## src/rtl/aes_pkg.sv

```systemverilog
// Shared AES definitions: state/column widths, GF(2^8) xtime helper and the
// MixColumns engine state encoding.
package aes_pkg;

    localparam int unsigned AES_STATE_W  = 128;
    localparam int unsigned AES_COL_W    = 32;
    localparam int unsigned AES_NUM_COLS = AES_STATE_W / AES_COL_W;

    typedef enum logic [1:0] {
        StIdle = 2'd0,
        StBusy = 2'd1,
        StDone = 2'd2
    } mc_state_e;

    // Multiply by x (i.e. by 2) in GF(2^8) modulo x^8 + x^4 + x^3 + x + 1.
    function automatic logic [7:0] xtime(input logic [7:0] x);
        return {x[6:0], 1'b0} ^ (x[7] ? 8'h1b : 8'h00);
    endfunction

endpackage

```

## src/rtl/mix_column_word.sv

```systemverilog
// Forward MixColumns on a single 32-bit column; row-0 byte is the MSB.
module mix_column_word
    import aes_pkg::*;
(
    input  logic [AES_COL_W-1:0] col_in,
    output logic [AES_COL_W-1:0] col_out
);

    logic [7:0] a0, a1, a2, a3;
    logic [7:0] x0, x1, x2, x3;

    assign a0 = col_in[31:24];
    assign a1 = col_in[23:16];
    assign a2 = col_in[15:8];
    assign a3 = col_in[7:0];

    assign x0 = xtime(a0);
    assign x1 = xtime(a1);
    assign x2 = xtime(a2);
    assign x3 = xtime(a3);

    // 3a = xtime(a) ^ a, so each row folds the 3x term into its xtime plus the plain byte.
    assign col_out[31:24] = x0 ^ (x1 ^ a1) ^ a2 ^ a3;
    assign col_out[23:16] = a0 ^ x1 ^ (x2 ^ a2) ^ a3;
    assign col_out[15:8]  = a0 ^ a1 ^ x2 ^ (x3 ^ a3);
    assign col_out[7:0]   = (x0 ^ a0) ^ a1 ^ a2 ^ x3;

endmodule

```

## src/rtl/mix_columns_seq.sv

```systemverilog
// Sequential forward MixColumns: one AES state in flight, COLS_PER_CYCLE columns
// mixed per busy cycle, optional bypass for the final round.
module mix_columns_seq
    import aes_pkg::*;
#(
    parameter int unsigned COLS_PER_CYCLE = 1
) (
    input  logic                   clk,
    input  logic                   rst,
    input  logic                   in_valid,
    output logic                   in_ready,
    input  logic [AES_STATE_W-1:0] in_data,
    input  logic                   in_bypass,
    output logic                   out_valid,
    input  logic                   out_ready,
    output logic [AES_STATE_W-1:0] out_data
);

    if (COLS_PER_CYCLE != 1 && COLS_PER_CYCLE != 2 && COLS_PER_CYCLE != 4) begin : g_bad_cols
        $error("mix_columns_seq: COLS_PER_CYCLE must be 1, 2 or 4");
    end

    // Column index holding the final group; reaching it ends the busy phase.
    localparam logic [1:0] LAST_COL = 2'(AES_NUM_COLS - COLS_PER_CYCLE);
    localparam logic [1:0] COL_STEP = 2'(COLS_PER_CYCLE);

    mc_state_e              state_q, state_d;
    logic [1:0]             col_q, col_d;
    logic [AES_STATE_W-1:0] work_q, work_d;

    logic [1:0]           lane_idx [COLS_PER_CYCLE];
    logic [AES_COL_W-1:0] lane_in  [COLS_PER_CYCLE];
    logic [AES_COL_W-1:0] lane_out [COLS_PER_CYCLE];

    // Column c sits at bit offset 32*(3-c); for a 2-bit c that is {~c, 5'b0}.
    for (genvar g = 0; g < COLS_PER_CYCLE; g++) begin : g_lane
        assign lane_idx[g] = col_q + 2'(g);
        assign lane_in[g]  = work_q[{~lane_idx[g], 5'd0} +: AES_COL_W];

        mix_column_word u_mix_column_word (
            .col_in  (lane_in[g]),
            .col_out (lane_out[g])
        );
    end

    always_ff @(posedge clk) begin
        if (rst) begin
            state_q <= StIdle;
            col_q   <= 2'd0;
            work_q  <= '0;
        end else begin
            state_q <= state_d;
            col_q   <= col_d;
            work_q  <= work_d;
        end
    end

    always_comb begin
        state_d   = state_q;
        col_d     = col_q;
        work_d    = work_q;
        in_ready  = 1'b0;
        out_valid = 1'b0;

        unique case (state_q)
            StIdle: begin
                in_ready = 1'b1;
                if (in_valid) begin
                    work_d  = in_data;
                    col_d   = 2'd0;
                    state_d = in_bypass ? StDone : StBusy;
                end
            end
            StBusy: begin
                for (int unsigned i = 0; i < COLS_PER_CYCLE; i++) begin
                    work_d[{~lane_idx[i], 5'd0} +: AES_COL_W] = lane_out[i];
                end
                col_d = col_q + COL_STEP;
                if (col_q == LAST_COL) begin
                    state_d = StDone;
                end
            end
            StDone: begin
                out_valid = 1'b1;
                if (out_ready) begin
                    state_d = StIdle;
                end
            end
            default: begin
                state_d = StIdle;
            end
        endcase
    end

    assign out_data = work_q;

endmodule

```

## config.mk

```make
export PLATFORM = sky130hd
export DESIGN_NAME = mix_columns_seq
export DESIGN_NICKNAME = d
export VERILOG_FILES = /design/src/rtl/aes_pkg.sv /design/src/rtl/mix_column_word.sv /design/src/rtl/mix_columns_seq.sv
export SDC_FILE = /design/constraint.sdc
export NUM_CORES = 1
export LEC_CHECK = 0
export BUFFER_PORTS_ARGS = -buffer_cell sky130_fd_sc_hd__buf_4
export CORE_ASPECT_RATIO = 0.6
export CORE_UTILIZATION = 47
export DETAILED_ROUTE_END_ITERATION = 10
export GPL_TIMING_DRIVEN = 0
export PLACE_DENSITY = 0.72
export SLEW_MARGIN = 5
export SYNTH_ARGS = -nofsm -noshare
export SYNTH_HDL_FRONTEND = slang
export SYNTH_SLANG_ARGS = --single-unit
export TNS_END_PERCENT = 5
```

## constraint.sdc

```tcl
create_clock -name clk -period 7.28 [get_ports clk]
set_input_delay 1.092 -clock clk [delete_from_list [all_inputs] [get_ports clk]]
set_output_delay 1.092 -clock clk [all_outputs]
set_load 0.02 [all_outputs]
```

After elaboration in Yosys (flattened, before gate mapping)
Cells that the tools add are included.
{"block": "word_totals", "inputBits": 133, "wordCells": 55, "output_inout_bits": 130, "ff_bits": 132}
{"block": "classes", "shifts": 3, "n_reduce_logical": 4, "bitwise_logic": 21, "addsub": 2, "n_mux": 16, "eq_ne": 6}
{"op": "$pmux W128 S2", "count": 1}
{"op": "$xor A8 B8 Y8", "count": 20}
{"op": "$bwmux W128", "count": 1}
{"op": "$mux W128", "count": 1}
{"op": "$shift A32 B9 Y128 const A", "count": 1}
{"op": "$shiftx A128 B8 Y32", "count": 1}
{"op": "$shiftx A32 B9 Y128", "count": 1}
{"op": "$mux W5", "count": 4}
{"op": "$mux W2", "count": 5}
{"op": "$neg A7 Y9", "count": 1}
{"op": "$ne A2 B2 Y1 const B", "count": 3}
{"op": "$pmux W2 S3", "count": 1}
{"op": "$eq A2 B2 Y1 const B", "count": 2}
{"op": "$pmux W2 S2", "count": 1}
{"op": "$reduce_and A3 Y1", "count": 1}
{"op": "$add A2 B1 Y2 const B", "count": 1}
{"op": "$eq A2 B1 Y1 const B", "count": 1}
{"op": "$logic_not A2 Y1", "count": 1}
{"op": "$mux W1", "count": 2}
{"op": "$not A2 Y2", "count": 1}
{"op": "$reduce_and A2 Y1", "count": 1}
{"op": "$reduce_bool A2 Y1", "count": 1}

Depth between registers and ports, before layout
Gate-level depths: netlist of the first run.
{"block": "logic_depth", "ltp_word": 11, "ltp_mapped": 11, "depth_no_buf": 6}

By module
A second synthesis of the first run with hierarchy kept.
{"block": "unflattened", "hier_cells": 873, "area_unflattened_um2": 8518.2}
{"module": "mix_columns_seq", "area_per_inst_um2": 7210.7, "seq_area_each_um2": 2642.5, "cells_each": 794, "instances": 1}
{"module": "mix_column_word", "area_per_inst_um2": 1307.5, "seq_area_each_um2": 0.0, "cells_each": 79, "instances": 1}

Worst setup path after synthesis of the first run
OpenSTA, ideal clock, no wires.
{"block": "synth_timing", "kind": "flip-flop to flip-flop", "from": "register col_q[0]", "to": "register work_q[100], in the netlist out_data[100]", "n_path_buf": 3, "period_less_slack_ns": 2.502, "t_required_ns": 7.201, "t_arrival_ns": 2.422, "setup_slack_ns": 4.778, "setup_ns": 0.079, "stages_incl_launch_ff": 10, "path_cell_list": "dfxtp_1 -> buf_4 -> clkbuf_1 -> inv_1 -> ha_1 -> nand3b_1 -> nor4_1 -> clkbuf_1 -> a211oi_1 -> a211oi_2"}
{"block": "synth_via", "elab_chain_cells": 11, "word_cells_on_any_way": 31, "classes_between": "1 x add/sub; 3 x shift; 6 x mux; 21 x bitwise"}
{"element": "from (decl)", "line": "mix_columns_seq.sv:28", "text": "logic [1:0] col_q, col_d;"}
{"element": "from (signal assigned)", "line": "mix_columns_seq.sv:53", "text": "col_q <= col_d;"}
{"element": "$not A2 Y2 (*)", "line": "mix_columns_seq.sv:38, mix_columns_seq.sv:76"}
{"element": "$shiftx A128 B8 Y32", "line": "mix_columns_seq.sv:38", "text": "assign lane_in[g] = work_q[{~lane_idx[g], 5'd0} +: AES_COL_W];"}
{"element": "$mux W5", "line": "aes_pkg.sv:17", "text": "return {x[6:0], 1'b0} ^ (x[7] ? 8'h1b : 8'h00);"}
{"element": "$xor A8 B8 Y8", "line": "aes_pkg.sv:17"}
{"element": "$xor A8 B8 Y8 (on tied branches) (4 in series)", "line": "mix_column_word.sv:26, mix_column_word.sv:23"}
{"element": "$shiftx A32 B9 Y128", "line": "mix_columns_seq.sv:76", "text": "work_d[{~lane_idx[i], 5'd0} +: AES_COL_W] = lane_out[i];"}
{"element": "$bwmux W128 (*)", "line": "mix_columns_seq.sv:76"}
{"element": "$pmux W128 S2 (*)", "line": "mix_columns_seq.sv:65", "text": "unique case (state_q)"}
{"element": "to (signal assigned)", "line": "mix_columns_seq.sv:54", "text": "work_q <= work_d;"}
{"element": "to (decl)", "line": "mix_columns_seq.sv:29", "text": "logic [AES_STATE_W-1:0] work_q, work_d;"}
Mark *: on every way between the ends. The rest lies on a longest branch, timed or not.
A chain may end at the register's enable or synchronous reset.

Final worst setup path of the first run
{"block": "layout_timing", "from": "register col_q[0]", "to": "register work_q[105], in the netlist out_data[105]"}
Same word-level chain as after synthesis.

==> results of run 1 <==
-- sequential cells by signal, summed over array words and instances (netlist names) --
name and cells:
col_q 2, out_data 128, state_q 2
-- worst max-delay path: stages, from the launching register on --
cell and delay, ns:
dfxtp_1 0.59, buf_4 0.34, clkbuf_1 0.59, inv_1 0.15
ha_1 0.39, nand3b_1 0.18, nor4_1 0.90, clkbuf_1 0.61
a211oi_1 0.12, a211oi_1 0.29
-- logic make-up (layout without fill, tap and decap cells) --
family,after synthesis,after routing
AO/OA/AOI/OAI,518,518
XOR/XNOR,73,73
adder cells (fa/ha/maj),4,4
buffers and inverters,111,403
flip-flops,132,132
multiplexers,36,36
AND/OR/NAND/NOR,29,29
-- worst paths after layout --
kind | to | depth (start not counted) | start
setup / recovery | out_data[105] | 9 | col_q[0]
setup reg to reg | out_data[105] | 9 | col_q[0]
hold / removal | out_data[38] | 2 | out_data[38]
hold reg to reg | out_data[38] | 2 | out_data[38]
-- layout by cell type, fill, tap and decap left out, types with 5 or more instances in the layout --
cell,Yosys,routed
o21bai_1,129,129
xor3_1,7,7
dfxtp_1,132,132
a21oi_1,133,133
buf_4,2,263
a211oi_2,30,30
xnor2_2,7,7
xnor3_2,6,6
nor2_1,9,9
clkbuf_1,98,99
xor2_1,15,15
mux4_1,8,8
xnor3_1,31,31
a211oi_1,226,226
mux4_2,24,24
clkbuf_16,0,17
bufinv_16,0,5
-- final cells by class --
| cell class | count | area share [%] |
|---|---|---|
| well taps | 266 | 2.749 |
| repair buffers | 261 | 16.18 |
| inverters | 3 | 0.09301 |
| clock buffers | 19 | 3.659 |
| multi-input cells | 660 | 49.98 |
| flip-flops and latches | 132 | 21.83 |
| plain buffers | 108 | 3.834 |
| clock inverters | 12 | 1.674 |
-- layer usage --
metal  GRT usage [%]  vias to the layer above  routed length (um)
met5           1.250                        -                  30
met4           14.41                        2                1265
met3           16.10                      124                7468
met2           57.50                     1081               16710
met1           58.46                     4850               16760
li1                -                     4162                   -
-- metrics by stage --
stage	hold slack [ns]	setup slack, ns	cell area, um2	power (mW)
after floorplan	0.5990	4.778	9163	2.180
after global placement	0.5267	3.314	11450	2.900
after detailed placement	0.5342	3.157	11450	2.917
after CTS	0.5426	3.133	12100	3.895
after global routing	0.5713	3.061	12110	4.063
final	0.5471	3.013	12110	4.004
-- power by group through the flow --
stage | sequential (mW) | combinational [mW] | clock [mW]
after floorplan | 1.08 | 1.10 | 0
after global placement | 0.989 | 1.91 | 0
after detailed placement | 0.989 | 1.93 | 0
after CTS | 0.975 | 1.94 | 0.978
after global routing | 0.991 | 2.07 | 1.00
final | 0.985 | 2.02 | 0.994
==> impl_metrics.py, run 1 <==
metrics = {
    "outcome": {
        "status": "completed",
    },
    "clocking": {
        "worstSkewPairLatency_ns": 0.44,
        "cts_max_level": 4,
        "clock_sinks": 132,
        "cts_tree": "done",
        "clkTransAtPathRegs_ns": 0.06,
        "cts_setup_buffers": 0,
        "cts_resized": 0,
        "cts_hold_buf": 0,
        "ctsRootBufferMaster": "clkbuf_16",
        "cts_made_buffers": 17,
        "ctsLongestPathBuffers": 2,
    },
    "floorplan": {
        "fp.coreArea_mm2": 0.01908,
        "pin_count": 263,
        "num_rows": 39,
        "dieArea_mm2": 0.02008,
        "die_h_um": 110.2,
        "start_util_pct": 48.02,
        "die-width_um": 182.3,
    },
    "power": {
        "p_switching_mw": 1.714,
        "seqPwrFrac_pct": 24.6,
        "p_leak_nw": 5.030,
        "p_comb_share_pct": 50.6,
        "irDropWorstVdd_mv": 0.2430,
        "intPower_mw": 2.290,
        "p_per_area_mw_per_mm2": 330.7,
        "pwr-share-clk_pct": 24.8,
        "sw_frac_of_total_pct": 42.81,
    },
    "finish": {
        "drive_above_1_share_pct": 31.38,
        "area_growth_syn_to_layout_pct": 32.13,
        "multiInputGateArea_mm2": 0.006051,
        "instances_no_fill": 1461,
        "register_area_mm2": 0.002643,
        "nFillCells": 1601,
        "finalNetCount": 1320,
        "fin_util_pct": 63.45,
        "n_antenna_cell": 0,
    },
    "global_route": {
        "grt_use_total_pct": 41.59,
        "antenna_found_initial": 0,
        "grt_overflow": 0,
        "grt_pass1_wl_um": 60200,
        "grt_pass1_vias": 9370,
        "grt_max_degree": 17,
    },
    "timing": {
        "setup_tns_ns": 0,
        "setup_violations": 0,
        "period_minus_slack_ns": 4.267,
        "fin_skew_ns": 0.01436,
        "finalMaxSlewViolations": 0,
        "fmax_mhz": 234.3,
        "period_share_pct": 58.62,
        "slew_headroom_pct": 3.637,
        "rsz0062_at_grt": "false",
        "tightest_slew_ns": 1.434,
        "hold_viol": 0,
    },
    "place": {
        "port_buffers": 261,
        "place_inst": 1430,
        "dp_hpwl_um": 31110,
        "gp_congestion": 0.9729,
    },
    "setup_path": {
        "regToRegSetupSlack_ns": 3.01,
        "worstPathArrival_ns": 4.61,
        "endpoint_kind": "register",
        "start_kind": "register",
        "required_ns": 7.62,
        "crit_path_max_fanout": 10,
        "crit_type": "register to register",
    },
    "synthesis": {
        "synth_mux_area_share_pct": 8.630,
        "synth-simple-area-share_pct": 1.639,
        "async_flop_share_pct": 0,
        "synth_common_cells": "a211oi_1, a21oi_1, dfxtp_1",
        "yosysMostFrequentCell": "a211oi_1",
        "avgSynthCellArea_um2": 10.15,
        "synth.top_cell.area_share_pct": 28.84,
        "synth-adder-area-share_pct": 0.5462,
        "synth_top_area_cell": "dfxtp_1",
        "synth_top_family_by_area": "compound AO/OA/AOI/OAI gates",
        "ys.flop_type": "dfxtp_1",
        "synth_compound_area_share_pct": 40.45,
        "ys_top_cells_by_area": "dfxtp_1, a211oi_1, o21bai_1",
        "synth_area_mm2": 0.009163,
        "ys_warn_count": 0,
        "synth-edff-count": 0,
        "synth_xor_xnor_area_share_pct": 14.71,
        "synth-seq-area-share_pct": 28.84,
        "netlist_instances": 903,
        "ys_seq_elements": 132,
        "syn-num-nets": 1040,
        "ys_types": 34,
    },
    "route": {
        "drcViolationCount": 0,
        "drtIter0Drc": 1607,
        "ant_nets": 0,
        "wl_per_cell_um": 28.91,
        "num_vias": 10220,
        "viasPerCell": 6.995,
        "wl_um": 42230,
        "dr.pass1.iters": 7,
    },
    "min_path": {
        "worstHoldPathType": "register to register",
    },
    "job": {
        "cap_violations": 0,
    },
}
Note: power is estimated with default switching activity, not from simulation.
==> run 2: changes to the inputs <==
--- a/config.mk
+++ b/config.mk
@@ -10,7 +10,7 @@
 export CORE_UTILIZATION = 47
 export DETAILED_ROUTE_END_ITERATION = 10
 export GPL_TIMING_DRIVEN = 0
-export PLACE_DENSITY = 0.72
+export PLACE_DENSITY = 0.75
 export SLEW_MARGIN = 5
 export SYNTH_ARGS = -nofsm -noshare
 export SYNTH_HDL_FRONTEND = slang
==> constraint.sdc (replaced) <==
create_clock -name clk -period 3.8 [get_ports clk]
set_input_delay 0.57 -clock clk [delete_from_list [all_inputs] [get_ports clk]]
set_output_delay 0.57 -clock clk [all_outputs]
set_load 0.02 [all_outputs]
==> run 2 against run 1 <==
Register-to-register slack got worse by 2.5 ns. Maximum frequency rose by 29%. Sequential power up 92%. Worst setup slack got worse by 2.5 ns. Critical endpoint is now out_data[55].
==> impl_metrics.py, run 2 (same netlist as run 1, synthesis figures left out) <==
metrics = {
    "outcome": {
        "status": "completed",
    },
    "setup_path": {
        "reg2reg_depth": 8,
        "endpoint_kind": "register",
        "r2r-start": "col_q[0]",
        "required_ns": 4.14,
        "worstPathArrival_ns": 3.65,
        "crit_type": "register to register",
        "crit_path_max_fanout": 19,
        "r2r-end": "out_data[55]",
        "start_kind": "register",
        "regToRegSetupSlack_ns": 0.48,
    },
    "clocking": {
        "cts_tree": "done",
        "cts_made_buffers": 17,
        "clock_sinks": 132,
        "clkTransAtPathRegs_ns": 0.06,
        "worstSkewPairLatency_ns": 0.44,
        "cts_max_level": 4,
        "ctsLongestPathBuffers": 2,
        "cts_resized": 2,
        "ctsRootBufferMaster": "clkbuf_16",
        "cts_hold_buf": 0,
        "cts_setup_buffers": 0,
    },
    "power": {
        "p_total_mw": 7.452,
        "p_per_area_mw_per_mm2": 618.3,
        "sw_frac_of_total_pct": 43.13,
        "irDropWorstVdd_mv": 0.5549,
        "seqPwrFrac_pct": 25.3,
        "p_switching_mw": 3.214,
        "pwr-share-clk_pct": 22.9,
        "p_comb_share_pct": 51.8,
        "intPower_mw": 4.238,
        "p_leak_nw": 4.993,
    },
    "timing": {
        "slew_headroom_pct": 40.62,
        "tightest_slew_ns": 0.8834,
        "fin_skew_ns": 0.01381,
        "period_minus_slack_ns": 3.318,
        "period_share_pct": 87.31,
        "finalMaxSlewViolations": 0,
        "setup_violations": 0,
        "setup_ws_ns": 0.4822,
        "setup_tns_ns": 0,
        "fmax_mhz": 301.4,
        "hold_viol": 0,
        "rsz0062_at_grt": "false",
    },
    "min_path": {
        "hp-start": "out_ready",
        "whs_path_depth": 4,
        "min_to": "state_q[1]",
        "worstHoldPathType": "input pin to register",
    },
    "route": {
        "num_vias": 10190,
        "dr.pass1.iters": 6,
        "drtIter0Drc": 1690,
        "wl_per_cell_um": 28.45,
        "drcViolationCount": 0,
        "ant_nets": 0,
        "wl_um": 41480,
        "viasPerCell": 6.988,
    },
    "floorplan": {
        "start_util_pct": 48.02,
        "die_h_um": 110.2,
        "num_rows": 39,
        "dieArea_mm2": 0.02008,
        "fp.coreArea_mm2": 0.01908,
        "die-width_um": 182.3,
        "pin_count": 263,
    },
    "global_route": {
        "grt_max_degree": 17,
        "antenna_found_initial": 0,
        "grt_use_total_pct": 41.71,
        "grt_overflow": 0,
        "grt_pass1_wl_um": 60580,
        "grt_pass1_vias": 9527,
    },
    "place": {
        "gp_congestion": 0.9616,
        "dp_hpwl_um": 30960,
        "dp_slack_ns": -0.1495,
        "port_buffers": 261,
    },
    "finish": {
        "finalNetCount": 1319,
        "n_antenna_cell": 0,
        "final_cell_mix": "buf_4, a211oi_1, a21oi_1",
        "mostFrequentLayoutCell": "buf_4",
        "nFillCells": 1605,
        "largest_register_ffs": 128,
        "drive_above_1_share_pct": 31.54,
        "area_growth_syn_to_layout_pct": 31.53,
    },
    "job": {
        "cap_violations": 0,
    },
}
==> run 2: cell types whose count changed in the layout (fill, tap and decap cells not counted), sizes merged <==
cell,before,now
inv,5,3
clkbuf,117,116
bufinv,5,3
clkinv,4,3
clkinvlp,1,4
==> run 2: how the worst max path moves through the flow <==
stage | start | end | slack (ns) | depth (start not counted)
after global placement | col_q[0] | out_data[123] | -0.08 | 9
after detailed placement | col_q[0] | out_data[117] | -0.15 | 9
final | col_q[0] | out_data[55] | 0.48 | 8
after global routing | col_q[0] | out_data[48] | 0.35 | 8
after floorplan | col_q[0] | out_data[100] | 1.30 | 9
after CTS | col_q[0] | out_data[27] | 0.02 | 8
==> run 2: power by group through the flow <==
stage               Combinational [mW]  Sequential (mW)  Clock [mW]
floorplan                         2.11             2.07           0
global placement                  3.64             1.89           0
detailed placement                3.67             1.89           0
CTS                               3.70             1.87        1.68
global route                      3.94             1.90        1.75
finish                            3.86             1.89        1.71
==> run 2: area by class of cell <==
| type | count | area, um2 | share of cell area [%] |
|---|---|---|---|
| multi-input combinational | 660 | 6067 | 50.34 |
| tap | 266 | 332.8 | 2.762 |
| clock buffer | 19 | 442.9 | 3.675 |
| clock inverter | 10 | 135.1 | 1.121 |
| inverter | 3 | 11.26 | 0.09344 |
| timing repair buffer | 261 | 1959 | 16.26 |
| buffer | 107 | 460.4 | 3.821 |
| sequential | 132 | 2643 | 21.93 |
==> run 2: per-layer routing <==
layer  wire [um]  GRT usage, %
met1       16120         58.40
met5         115         4.500
met4        1001         11.88
met3        7929         17.94
met2       16320         57.31
==> run 2: worst max-delay path: stages (launching register included) <==
cell and delay [ns]:
dfxtp_1 0.55, buf_4 0.39, inv_1 0.11, ha_1 0.41
nand3_1 0.12, nor4_2 0.69, clkbuf_1 0.56, a211oi_1 0.09
a211oi_1 0.30
==> run 2: through the flow <==
step | hold slack (ns) | instances | cell area (um2) | util, %
after floorplan | 0.5990 | 903 | 9163 | -
after global placement | 0.5265 | 1430 | 11450 | 60.04
after detailed placement | 0.5328 | 1430 | 11450 | 60.04
after CTS | 0.4407 | 1459 | 12050 | 63.13
after global routing | 0.4672 | 1458 | 12050 | 63.16
final | 0.4397 | 1458 | 12050 | 63.16
==> run 3: changes to the inputs <==
--- a/config.mk
+++ b/config.mk
@@ -10,7 +10,9 @@
 export CORE_UTILIZATION = 47
 export DETAILED_ROUTE_END_ITERATION = 10
 export GPL_TIMING_DRIVEN = 0
+export HOLD_SLACK_MARGIN = 0.08
 export PLACE_DENSITY = 0.75
+export REMOVE_ABC_BUFFERS = 1
 export SLEW_MARGIN = 5
 export SYNTH_ARGS = -nofsm -noshare
 export SYNTH_HDL_FRONTEND = slang
==> run 3 against run 2 <==
Sequential cell count is the same. Largest cell class unchanged. Final cell count down 5.6%. Global-route usage down 9.8 points. Cell area shrank 1.1%. Critical endpoint is now out_data[49]. Sequential power fell by 3%. Sequential share of layout area grew 0.30 points. Clock power down 8%.
==> impl_metrics.py, run 3 (same netlist as run 1, synthesis figures left out) <==
metrics = {
    "place": {
        "dp_hpwl_um": 22360,
        "port_buffers": 262,
        "gp_congestion": 0.8367,
        "dp_slack_ns": 0.4614,
    },
    "route": {
        "drtIter0Drc": 899,
        "wl_per_cell_um": 23.60,
        "num_vias": 8902,
        "dr.pass1.iters": 5,
        "drcViolationCount": 0,
        "viasPerCell": 6.469,
        "wl_um": 32480,
        "ant_nets": 0,
    },
    "min_path": {
        "whs_path_depth": 4,
        "worstHoldPathType": "input pin to register",
        "min_to": "state_q[1]",
        "hp-start": "out_ready",
    },
    "finish": {
        "largest_register_ffs": 128,
        "mostFrequentLayoutCell": "buf_4",
        "multiInputGateArea_mm2": 0.006115,
        "final_cell_mix": "buf_4, a211oi_1, a21oi_1",
        "register_area_mm2": 0.002648,
        "area_growth_syn_to_layout_pct": 30.03,
        "finalNetCount": 1235,
        "drive_above_1_share_pct": 35.50,
        "nFillCells": 1589,
        "n_antenna_cell": 0,
    },
    "global_route": {
        "antenna_found_initial": 0,
        "grt_pass1_wl_um": 48220,
        "grt_pass1_vias": 8135,
        "grt_overflow": 0,
        "grt_use_total_pct": 31.91,
        "grt_max_degree": 133,
    },
    "power": {
        "p_leak_nw": 5.002,
        "p_per_area_mw_per_mm2": 583.0,
        "irDropWorstVdd_mv": 0.3185,
    },
    "outcome": {
        "status": "completed",
    },
    "setup_path": {
        "r2r-end": "out_data[49]",
        "regToRegSetupSlack_ns": 0.52,
        "required_ns": 4.15,
        "reg2reg_depth": 4,
        "r2r-start": "col_q[1]",
        "crit_type": "register to register",
        "start_kind": "register",
        "worstPathArrival_ns": 3.62,
        "crit_path_max_fanout": 36,
        "endpoint_kind": "register",
    },
    "clocking": {
        "cts_hold_buf": 0,
        "cts_tree": "done",
        "clock_sinks": 132,
        "cts_setup_buffers": 0,
        "ctsRootBufferMaster": "clkbuf_16",
        "clkTransAtPathRegs_ns": 0.06,
        "worstSkewPairLatency_ns": 0.43,
        "cts_max_level": 4,
        "cts_made_buffers": 17,
        "cts_resized": 0,
        "ctsLongestPathBuffers": 2,
    },
    "timing": {
        "finalMaxSlewViolations": 0,
        "fin_skew_ns": 0.007680,
        "fin_hold_ws_ns": 0.4572,
        "period_share_pct": 86.21,
        "setup_violations": 0,
        "tightest_slew_ns": 1.344,
        "slew_headroom_pct": 10.42,
        "setup_ws_ns": 0.5241,
        "period_minus_slack_ns": 3.276,
        "hold_viol": 0,
        "rsz0062_at_grt": "false",
        "fmax_mhz": 305.3,
    },
    "job": {
        "cap_violations": 0,
    },
    "floorplan": {
        "start_util_pct": 48.02,
        "die-width_um": 182.3,
        "die_h_um": 110.2,
        "num_rows": 39,
        "dieArea_mm2": 0.02008,
        "pin_count": 263,
        "fp.coreArea_mm2": 0.01908,
    },
}
[run 3: stage by stage]
stage	TNS, ns	instances	total power [mW]	area [um2]	utilization (%)
detailed placement	0	1345	5.337	11360	59.56
finish	0	1376	6.946	11910	62.44
CTS	0	1376	6.912	11900	62.39
global route	0	1376	7.229	11910	62.44
floorplan	-329.92	795	4.131	8698	-
global placement	-780.09	1323	5.268	11000	57.64
[run 3: layout make-up]
cell class | count | share of cell area (%)
tap | 266 | 2.794
inverter | 3 | 0.09452
clock inverter | 5 | 0.4201
multi-input combinational | 660 | 51.32
clock buffer | 26 | 4.106
timing repair buffer | 284 | 19.04
sequential | 132 | 22.22
[run 3: how the worst max path moves through the flow]
stage / cells after the start / end / from
detailed placement: 4 / out_data[49] / col_q[1]
floorplan: 4 / out_data[12] / state_q[1]
global route: 4 / out_data[49] / col_q[1]
CTS: 4 / out_data[49] / col_q[1]
finish: 4 / out_data[49] / col_q[1]
global placement: 4 / out_data[12] / state_q[1]
[run 3: worst max-delay path: stages, from the launching register on]
cell	delay, ns
dfxtp_4	0.87
mux4_1	0.91
xor2_2	0.56
xnor3_2	0.60
a211oi_2	0.23
[run 3: power by group]
group	leakage, nW	switching, mW	internal [mW]
logic	3.64	1.94	1.59
clock network	0.268	0.628	0.944
registers	1.09	0.220	1.62
total	5.00	2.79	4.16
[run 3: metal layers]
| metal | GRT usage [%] | share of wire, % | vias to the layer above |
|---|---|---|---|
| met5 | 0 | 0 | - |
| met2 | 47.13 | 43 | 517 |
| li1 | - | - | 3998 |
| met4 | 9.184 | 1.3 | 0 |
| met1 | 44.59 | 44 | 4348 |
| met3 | 10.18 | 12 | 39 |
